[config.mk]
export PLATFORM = sky130hd
export DESIGN_NAME = pipe_ctrl5_flat
export DESIGN_NICKNAME = d
export VERILOG_FILES = /design/src/rtl/pipe_ctrl5_if.sv /design/src/rtl/pipe_ctrl5.sv /design/src/flat_wrapper.sv
export SDC_FILE = /design/constraint.sdc
export NUM_CORES = 1
export LEC_CHECK = 0
export ABC_AREA = 1
export CORE_MARGIN = 1.5
export CORE_UTILIZATION = 46
export CTS_CLUSTER_SIZE = 28
export DETAILED_ROUTE_END_ITERATION = 12
export PLACE_DENSITY = 0.89
export SLEW_MARGIN = 20
export SYNTH_ARGS = -nofsm -noshare
export SYNTH_HDL_FRONTEND = slang
export SYNTH_SLANG_ARGS = --single-unit
[constraint.sdc]
create_clock -name clk -period 2.9 [get_ports clk]
set_clock_uncertainty 0.15 [all_clocks]
set_input_delay 0.725 -clock clk [delete_from_list [all_inputs] [get_ports clk]]
set_output_delay 0.725 -clock clk [all_outputs]
set_load 0.05 [all_outputs]
[src/rtl/pipe_ctrl5_if.sv]
// Handshake/bus bundle between the pipeline control core and the datapath/ROM.
interface pipe_ctrl5_if #(
    parameter int PC_W = 8,
    parameter int IW   = 32
);
    logic [PC_W-1:0] imem_addr;
    logic [IW-1:0]   imem_q;
    logic            br_taken;
    logic [PC_W-1:0] br_target;
    logic [IW-1:0]   ir_id;
    logic [IW-1:0]   ir_ex;
    logic [IW-1:0]   ir_mem;
    logic [IW-1:0]   ir_wb;
    logic [PC_W-1:0] pc_ex;
    logic [3:0]      vld;
    logic            stall;
    logic            flush;
    logic [1:0]      fwd_a;
    logic [1:0]      fwd_b;
    logic            wb_we;
    logic [4:0]      wb_rd;
    logic            halted;

    modport master (
        input  imem_q, br_taken, br_target,
        output imem_addr, ir_id, ir_ex, ir_mem, ir_wb, pc_ex, vld,
               stall, flush, fwd_a, fwd_b, wb_we, wb_rd, halted
    );

    modport slave (
        output imem_q, br_taken, br_target,
        input  imem_addr, ir_id, ir_ex, ir_mem, ir_wb, pc_ex, vld,
               stall, flush, fwd_a, fwd_b, wb_we, wb_rd, halted
    );
endinterface

[src/rtl/pipe_ctrl5.sv]
// Control/sequencing core of a 5-stage MIPS pipeline: PC and ROM addressing,
// IR/valid chain, load-use interlock, branch flush, forwarding and HALT drain.
//
// state   | meaning
// S_RUN   | fetching normally
// S_DRAIN | HALT left ID, fetch frozen, waiting for HALT to retire
// S_DONE  | HALT retired, pipeline empty, halted=1 until rst
module pipe_ctrl5 #(
    parameter int PC_W     = 8,
    parameter int IW       = 32,
    parameter int RESET_PC = 0
) (
    input  logic         clk,
    input  logic         rst,
    pipe_ctrl5_if.master bus
);
    localparam logic [PC_W-1:0] RST_PC  = PC_W'(RESET_PC);
    localparam logic [PC_W-1:0] PC_ONE  = PC_W'(1);
    localparam logic [5:0]      OP_RTYP = 6'b000000;
    localparam logic [5:0]      OP_LW   = 6'b100011;
    localparam logic [5:0]      OP_SW   = 6'b101011;
    localparam logic [5:0]      OP_BEQ  = 6'b000100;
    localparam logic [5:0]      OP_HALT = 6'b111111;

    typedef enum logic [1:0] {S_RUN, S_DRAIN, S_DONE} run_t;
    run_t state, state_nx;

    logic [PC_W-1:0] pc, addr_q, pc_id, pc_ex, imem_addr;
    logic            fetch_vld;
    logic [IW-1:0]   ir_id, ir_ex, ir_mem, ir_wb;
    logic [3:0]      vld;
    logic            load_use, stall, flush, halt_id, halt_wb, halt_go;
    logic            fetch_stop, halted;
    logic [4:0]      mem_dst, wb_dst, rs_ex, rt_ex;
    logic [1:0]      fwd_a, fwd_b;

    function automatic logic [5:0] op_of(input logic [IW-1:0] ir);
        return ir[IW-1 -: 6];
    endfunction

    // Destination register; 0 doubles as "no destination".
    function automatic logic [4:0] dest_of(input logic [IW-1:0] ir);
        logic [4:0] d;
        casez (ir[IW-1 -: 6])
            6'b000000: d = ir[15:11];
            6'b001???: d = ir[20:16];
            6'b100011: d = ir[20:16];
            default:   d = 5'd0;
        endcase
        return d;
    endfunction

    function automatic logic reads_rt(input logic [IW-1:0] ir);
        return (op_of(ir) == OP_RTYP) || (op_of(ir) == OP_SW) || (op_of(ir) == OP_BEQ);
    endfunction

    assign rs_ex = ir_ex[25:21];
    assign rt_ex = ir_ex[20:16];

    // Hazard detection: flush outranks the load-use interlock.
    always_comb begin
        flush    = bus.br_taken & vld[1];
        load_use = vld[1] && (op_of(ir_ex) == OP_LW) && (rt_ex != 5'd0) && vld[0] &&
                   ((rt_ex == ir_id[25:21]) || ((rt_ex == ir_id[20:16]) && reads_rt(ir_id)));
        stall    = load_use & ~flush;
        halt_id  = vld[0] && (op_of(ir_id) == OP_HALT);
        halt_wb  = vld[3] && (op_of(ir_wb) == OP_HALT);
        halt_go  = halt_id & ~flush & ~stall;
    end

    // Run-state register.
    always_ff @(posedge clk) begin
        if (rst) state <= S_RUN;
        else     state <= state_nx;
    end

    // Run-state transitions; a flush while draining means the HALT was squashed.
    always_comb begin
        state_nx = state;
        case (state)
            S_RUN:   if (halt_go) state_nx = S_DRAIN;
            S_DRAIN: if (flush) state_nx = S_RUN;
                     else if (halt_wb) state_nx = S_DONE;
            S_DONE:  state_nx = S_DONE;
            default: state_nx = S_RUN;
        endcase
    end

    // Run-state outputs: fetch freezes from the cycle HALT sits in ID.
    always_comb begin
        fetch_stop = (state != S_RUN) | halt_go;
        halted     = (state == S_DONE);
    end

    // ROM address: replaying addr_q keeps imem_q valid for the held ID word.
    always_comb begin
        if (flush)                    imem_addr = bus.br_target;
        else if (stall || fetch_stop) imem_addr = addr_q;
        else                          imem_addr = pc;
    end

    // Forwarding selects for EX operands; MEM is the younger producer and wins.
    always_comb begin
        mem_dst = dest_of(ir_mem);
        wb_dst  = dest_of(ir_wb);
        fwd_a   = 2'b00;
        fwd_b   = 2'b00;
        if (vld[2] && mem_dst != 5'd0 && mem_dst == rs_ex)     fwd_a = 2'b10;
        else if (vld[3] && wb_dst != 5'd0 && wb_dst == rs_ex)  fwd_a = 2'b01;
        if (vld[2] && mem_dst != 5'd0 && mem_dst == rt_ex)     fwd_b = 2'b10;
        else if (vld[3] && wb_dst != 5'd0 && wb_dst == rt_ex)  fwd_b = 2'b01;
    end

    // PC, fetch-valid and stage registers.
    always_ff @(posedge clk) begin
        if (rst) begin
            pc        <= RST_PC;
            addr_q    <= RST_PC;
            fetch_vld <= 1'b0;
            pc_id     <= '0;
            pc_ex     <= '0;
            ir_id     <= '0;
            ir_ex     <= '0;
            ir_mem    <= '0;
            ir_wb     <= '0;
            vld       <= 4'b0000;
        end else begin
            addr_q <= imem_addr;
            ir_mem <= ir_ex;
            ir_wb  <= ir_mem;
            vld[2] <= vld[1];
            vld[3] <= vld[2];
            if (flush) begin
                // Both the ID word and the word returning now are wrong-path.
                pc        <= bus.br_target + PC_ONE;
                fetch_vld <= 1'b1;
                ir_id     <= '0;
                vld[0]    <= 1'b0;
                ir_ex     <= '0;
                vld[1]    <= 1'b0;
            end else if (stall) begin
                ir_ex  <= '0;
                vld[1] <= 1'b0;
            end else begin
                ir_ex  <= ir_id;
                vld[1] <= vld[0];
                pc_ex  <= pc_id;
                if (fetch_stop) begin
                    fetch_vld <= 1'b0;
                    ir_id     <= '0;
                    vld[0]    <= 1'b0;
                end else begin
                    pc        <= pc + PC_ONE;
                    fetch_vld <= 1'b1;
                    ir_id     <= bus.imem_q;
                    vld[0]    <= fetch_vld;
                    pc_id     <= addr_q;
                end
            end
        end
    end

    assign bus.imem_addr = imem_addr;
    assign bus.ir_id     = ir_id;
    assign bus.ir_ex     = ir_ex;
    assign bus.ir_mem    = ir_mem;
    assign bus.ir_wb     = ir_wb;
    assign bus.pc_ex     = pc_ex;
    assign bus.vld       = vld;
    assign bus.stall     = stall;
    assign bus.flush     = flush;
    assign bus.fwd_a     = fwd_a;
    assign bus.fwd_b     = fwd_b;
    assign bus.wb_we     = vld[3] && (wb_dst != 5'd0);
    assign bus.wb_rd     = wb_dst;
    assign bus.halted    = halted;
endmodule

[src/flat_wrapper.sv]
// flat-port wrapper written by rule: the top's interface ports become plain ports
module pipe_ctrl5_flat 
#(
    parameter int PC_W     = 8,
    parameter int IW       = 32,
    parameter int RESET_PC = 0
)
  (clk, rst, bus_imem_q, bus_br_taken, bus_br_target, bus_imem_addr, bus_ir_id, bus_ir_ex, bus_ir_mem, bus_ir_wb, bus_pc_ex, bus_vld, bus_stall, bus_flush, bus_fwd_a, bus_fwd_b, bus_wb_we, bus_wb_rd, bus_halted);
  pipe_ctrl5_if #(.PC_W(PC_W), .IW(IW)) bus_i ();
  input  logic clk;
  input  logic rst;
  input wire logic [$bits(bus_i.imem_q)-1:0] bus_imem_q;
  input wire logic [$bits(bus_i.br_taken)-1:0] bus_br_taken;
  input wire logic [$bits(bus_i.br_target)-1:0] bus_br_target;
  output wire logic [$bits(bus_i.imem_addr)-1:0] bus_imem_addr;
  output wire logic [$bits(bus_i.ir_id)-1:0] bus_ir_id;
  output wire logic [$bits(bus_i.ir_ex)-1:0] bus_ir_ex;
  output wire logic [$bits(bus_i.ir_mem)-1:0] bus_ir_mem;
  output wire logic [$bits(bus_i.ir_wb)-1:0] bus_ir_wb;
  output wire logic [$bits(bus_i.pc_ex)-1:0] bus_pc_ex;
  output wire logic [$bits(bus_i.vld)-1:0] bus_vld;
  output wire logic [$bits(bus_i.stall)-1:0] bus_stall;
  output wire logic [$bits(bus_i.flush)-1:0] bus_flush;
  output wire logic [$bits(bus_i.fwd_a)-1:0] bus_fwd_a;
  output wire logic [$bits(bus_i.fwd_b)-1:0] bus_fwd_b;
  output wire logic [$bits(bus_i.wb_we)-1:0] bus_wb_we;
  output wire logic [$bits(bus_i.wb_rd)-1:0] bus_wb_rd;
  output wire logic [$bits(bus_i.halted)-1:0] bus_halted;
  assign bus_i.imem_q = bus_imem_q;
  assign bus_i.br_taken = bus_br_taken;
  assign bus_i.br_target = bus_br_target;
  assign bus_imem_addr = bus_i.imem_addr;
  assign bus_ir_id = bus_i.ir_id;
  assign bus_ir_ex = bus_i.ir_ex;
  assign bus_ir_mem = bus_i.ir_mem;
  assign bus_ir_wb = bus_i.ir_wb;
  assign bus_pc_ex = bus_i.pc_ex;
  assign bus_vld = bus_i.vld;
  assign bus_stall = bus_i.stall;
  assign bus_flush = bus_i.flush;
  assign bus_fwd_a = bus_i.fwd_a;
  assign bus_fwd_b = bus_i.fwd_b;
  assign bus_wb_we = bus_i.wb_we;
  assign bus_wb_rd = bus_i.wb_rd;
  assign bus_halted = bus_i.halted;
  pipe_ctrl5 #(.PC_W(PC_W), .IW(IW), .RESET_PC(RESET_PC)) u_core (.clk(clk), .rst(rst), .bus(bus_i));
endmodule
==> metrics.yaml <==
placed_design:
  placed_cells: 1248
  io_buffer_count: 203
  detailed_place_hpwl_um: 13600
  dpl-instance-area_um2: 9120
  place_congestion: 0.869
worst_setup_path:
  worstSetupStartpointType: "flip-flop"
  critPathMaxStageDelay_ns: 0.35
  arrival_ns: 2.28
  crit_required_ns: 2.03
  path_cells: "or2_4, nor2_4, nand2_4, inv_4, nand2_1, nand2_4, xor2_1, nand3_1, nor2_2, nand2_2, nor2_4, buf_12"
  reg2reg_depth: 13
  critPathCaptureType: "output port"
  path_class: "reg2out"
  cp_slowest_cell: "dfxtp_4"
  crit_path_max_fanout: 5
power_and_ir_drop:
  ir_worst_vdd_v: 0.000394
  powerDensity_nw_per_um2: 546
  p_leak_nw: 4.33
timing:
  min_period_over_period_pct: 109
  final-hold-violation-count: 0
  grt_setup_unrepaired: "yes"
  worst_slack_ns: -0.258
  hold_ws_ns: 0.266
  maxSlewHeadroom_pct: 62.0
  period_needed_ns: 3.16
  worstMarginPinSlew_ns: 0.568
  report.final.slew_viol_count: 0
  finalSetupViolations: 14
  fmax_ghz: 0.317
layout:
  area_delta_synth_final_pct: 59.1
  finalInstanceArea_um2: 10300
  layout-drive-gt1-share_pct: 21.6
  nNetsFinal: 1167
  n_fill_cell: 931
  fin_cells: 1315
  final_core_util_pct: 74.6
  antenna_cells: 0
logic_synthesis:
  synthFlopType: "dfxtp_1"
  postSynthCellCount: 867
  synth-async-reset-ratio_pct: 0
  synth_warnings: 0
  avgSynthCellArea_um2: 7.45
  yosysUniqueCellTypes: 33
  ys_ff_latch: 167
  ys_seq_area_share_pct: 51.8
  synth_edf_count: 0
  synth_area_um2: 6460
  synthesis.nets: 911
cts:
  clkSinkCount: 167
  clk_pin_slew_worst_paths_ns: 0.07
  cts_buffer_depth: 2
  cts_made_buffers: 17
  htree_levels: 4
  insertion_delay_ns: 0.42
  cts_tree: "yes"
  ctsHoldBuffers: 0
  cts_root_buf: "clkbuf_16"
global_routing:
  grt_pass1_vias: 6539
  grt_max_degree: 53
  antenna_found_initial: 0
  grt_pass1_wl_um: 32200
  overflow: 0
  grt_use_total_pct: 28.1
drt:
  vias_per_cell: 5.01
  wl_per_cell_um: 15.4
  vias: 6590
  drt-initial-drc-count: 575
  drt-total-wl_um: 20200
  dr.pass1.iters: 7
  drc: 0
  detail-route-antenna-nets: 0
die:
  ios: 204
  die_x_um: 122
  num_rows: 43
  core_um2: 13800
  initial_core_util_pct: 46.9
  dieArea_um2: 14800
  die_y_um: 122
run:
  max-cap-violations: 0
status:
  status: "finished, violations left"
  violations: "negative setup slack"
hold_path:
  hp-class: "reg2reg"
  hold_depth: 2
-- layer usage --
layer | vias to the layer above | global-route usage (%) | wire (µm)
li1 | 3161 | - | -
met1 | 3079 | 32.8 | 8000
met2 | 289 | 48.6 | 10200
met3 | 61 | 7.52 | 1360
met4 | 0 | 11.7 | 637
met5 | - | 0 | 0
-- logic make-up (layout without fill, tap and decap cells) --
group           Yosys count  count (layout)  share of synthesized area [%]
xor+xnor                 16              16                           2.17
compound gates           95              95                           8.08
flops                   167             167                           51.8
simple gates            410             411                           26.2
fa+ha+maj                 1               1                          0.194
buf+inv                 178             445                           11.6
-- timing repair --
item / 4_1_cts / 5_1_grt
pin swaps: 41 / 44
cloned: 1 / 0
endpoints found under the setup margin: 14 / 16
setup buffers: 27 / 8
gates resized for setup: 79 / 22
-- sequential cells by signal, summed over array words and instances, names as in the netlist, 4 cells and up --
signal and flops:
u_core.bus.ir_id 32, u_core.bus.vld 4, u_core.pc_id 8, u_core.bus.ir_ex 32, u_core.bus.ir_wb 32, u_core.bus.ir_mem 32, u_core.bus.pc_ex 8, u_core.pc 8
u_core.addr_q 8
-- cells in the mapped netlist, types with 2 or more instances --
master | n | area share (%)
buf_2 | 8 | 0.62
buf_6 | 7 | 1.2
dfxtp_1 | 167 | 52
nand3_4 | 2 | 0.54
xor2_1 | 14 | 1.9
o211ai_1 | 2 | 0.23
nand4_1 | 15 | 1.5
o21ai_0 | 19 | 1.5
nand2_4 | 2 | 0.35
nor2_1 | 138 | 8.0
inv_2 | 8 | 0.46
nand2_1 | 203 | 12
a21oi_1 | 62 | 4.8
o21ai_1 | 3 | 0.23
xnor2_1 | 2 | 0.27
nor4_1 | 2 | 0.19
clkbuf_1 | 15 | 0.87
nor3_1 | 5 | 0.39
a21oi_2 | 4 | 0.54
buf_4 | 2 | 0.23
inv_1 | 136 | 7.9
or2_2 | 2 | 0.19
nand3_1 | 39 | 3.0
-- layout by cell type, fill, tap and decap left out, types with 8 or more instances in the layout --
cell,count
nor2_1,122
clkdlybuf4s50_1,182
nor2_4,8
dfxtp_2,16
dfxtp_4,9
clkbuf_16,17
a21oi_1,62
buf_12,23
inv_1,127
xor2_1,14
buf_4,55
nand4_1,15
buf_6,8
o21ai_0,14
inv_2,13
nand3_1,31
nand2_2,31
nand2_1,167
nor2_2,8
dfxtp_1,142
-- per-stage QoR --
step | TNS (ns) | power, mW | setup slack [ns]
CTS | -1.47 | 5.61 | -0.269
finish | -2.52 | 5.61 | -0.258
floorplan | -0.347 | 2.98 | -0.174
global route | -4.01 | 5.81 | -0.481
global placement | -1.49 | 3.29 | -0.200
detailed placement | -2.32 | 3.31 | -0.229
-- where the power goes --
part           leakage (nW)  internal, mW  switching [mW]  total, mW
combinational          2.67         0.332           0.550      0.883
sequential             1.38          2.38          0.0730       2.45
clock                 0.287          1.32           0.957       2.28
total                  4.33          4.03            1.58       5.61
-- final timing paths --
check / end / slack, ns / from
worst max register to register: u_core.bus.ir_id[13] / 0.52 / u_core.bus.ir_ex[17]
worst min-delay path: u_core.bus.ir_mem[6] / 0.27 / u_core.bus.ir_ex[6]
worst min register to register: u_core.bus.ir_mem[6] / 0.27 / u_core.bus.ir_ex[6]
worst max-delay path: bus_fwd_b[0] / -0.26 / u_core.bus.ir_wb[30]
-- cell type report --
| class | instances | area [µm²] | area share (%) |
|---|---|---|---|
| flip-flops and latches | 167 | 3400 | 33.1 |
| repair buffers | 269 | 2790 | 27.2 |
| multi-input cells | 523 | 2710 | 26.4 |
| inverters | 145 | 558 | 5.43 |
| clock buffers | 19 | 453 | 4.41 |
| well taps | 180 | 225 | 2.19 |
| clock inverters | 12 | 141 | 1.38 |
-- critical path: cells and delay by family (launching register included) --
family / cells / cell delay (ns)
flip-flops: 1 / 0.35
XOR/XNOR: 1 / 0.15
buffers and inverters: 2 / 0.22
AND/OR/NAND/NOR: 9 / 1.13
(Power assumes the default switching activity.)
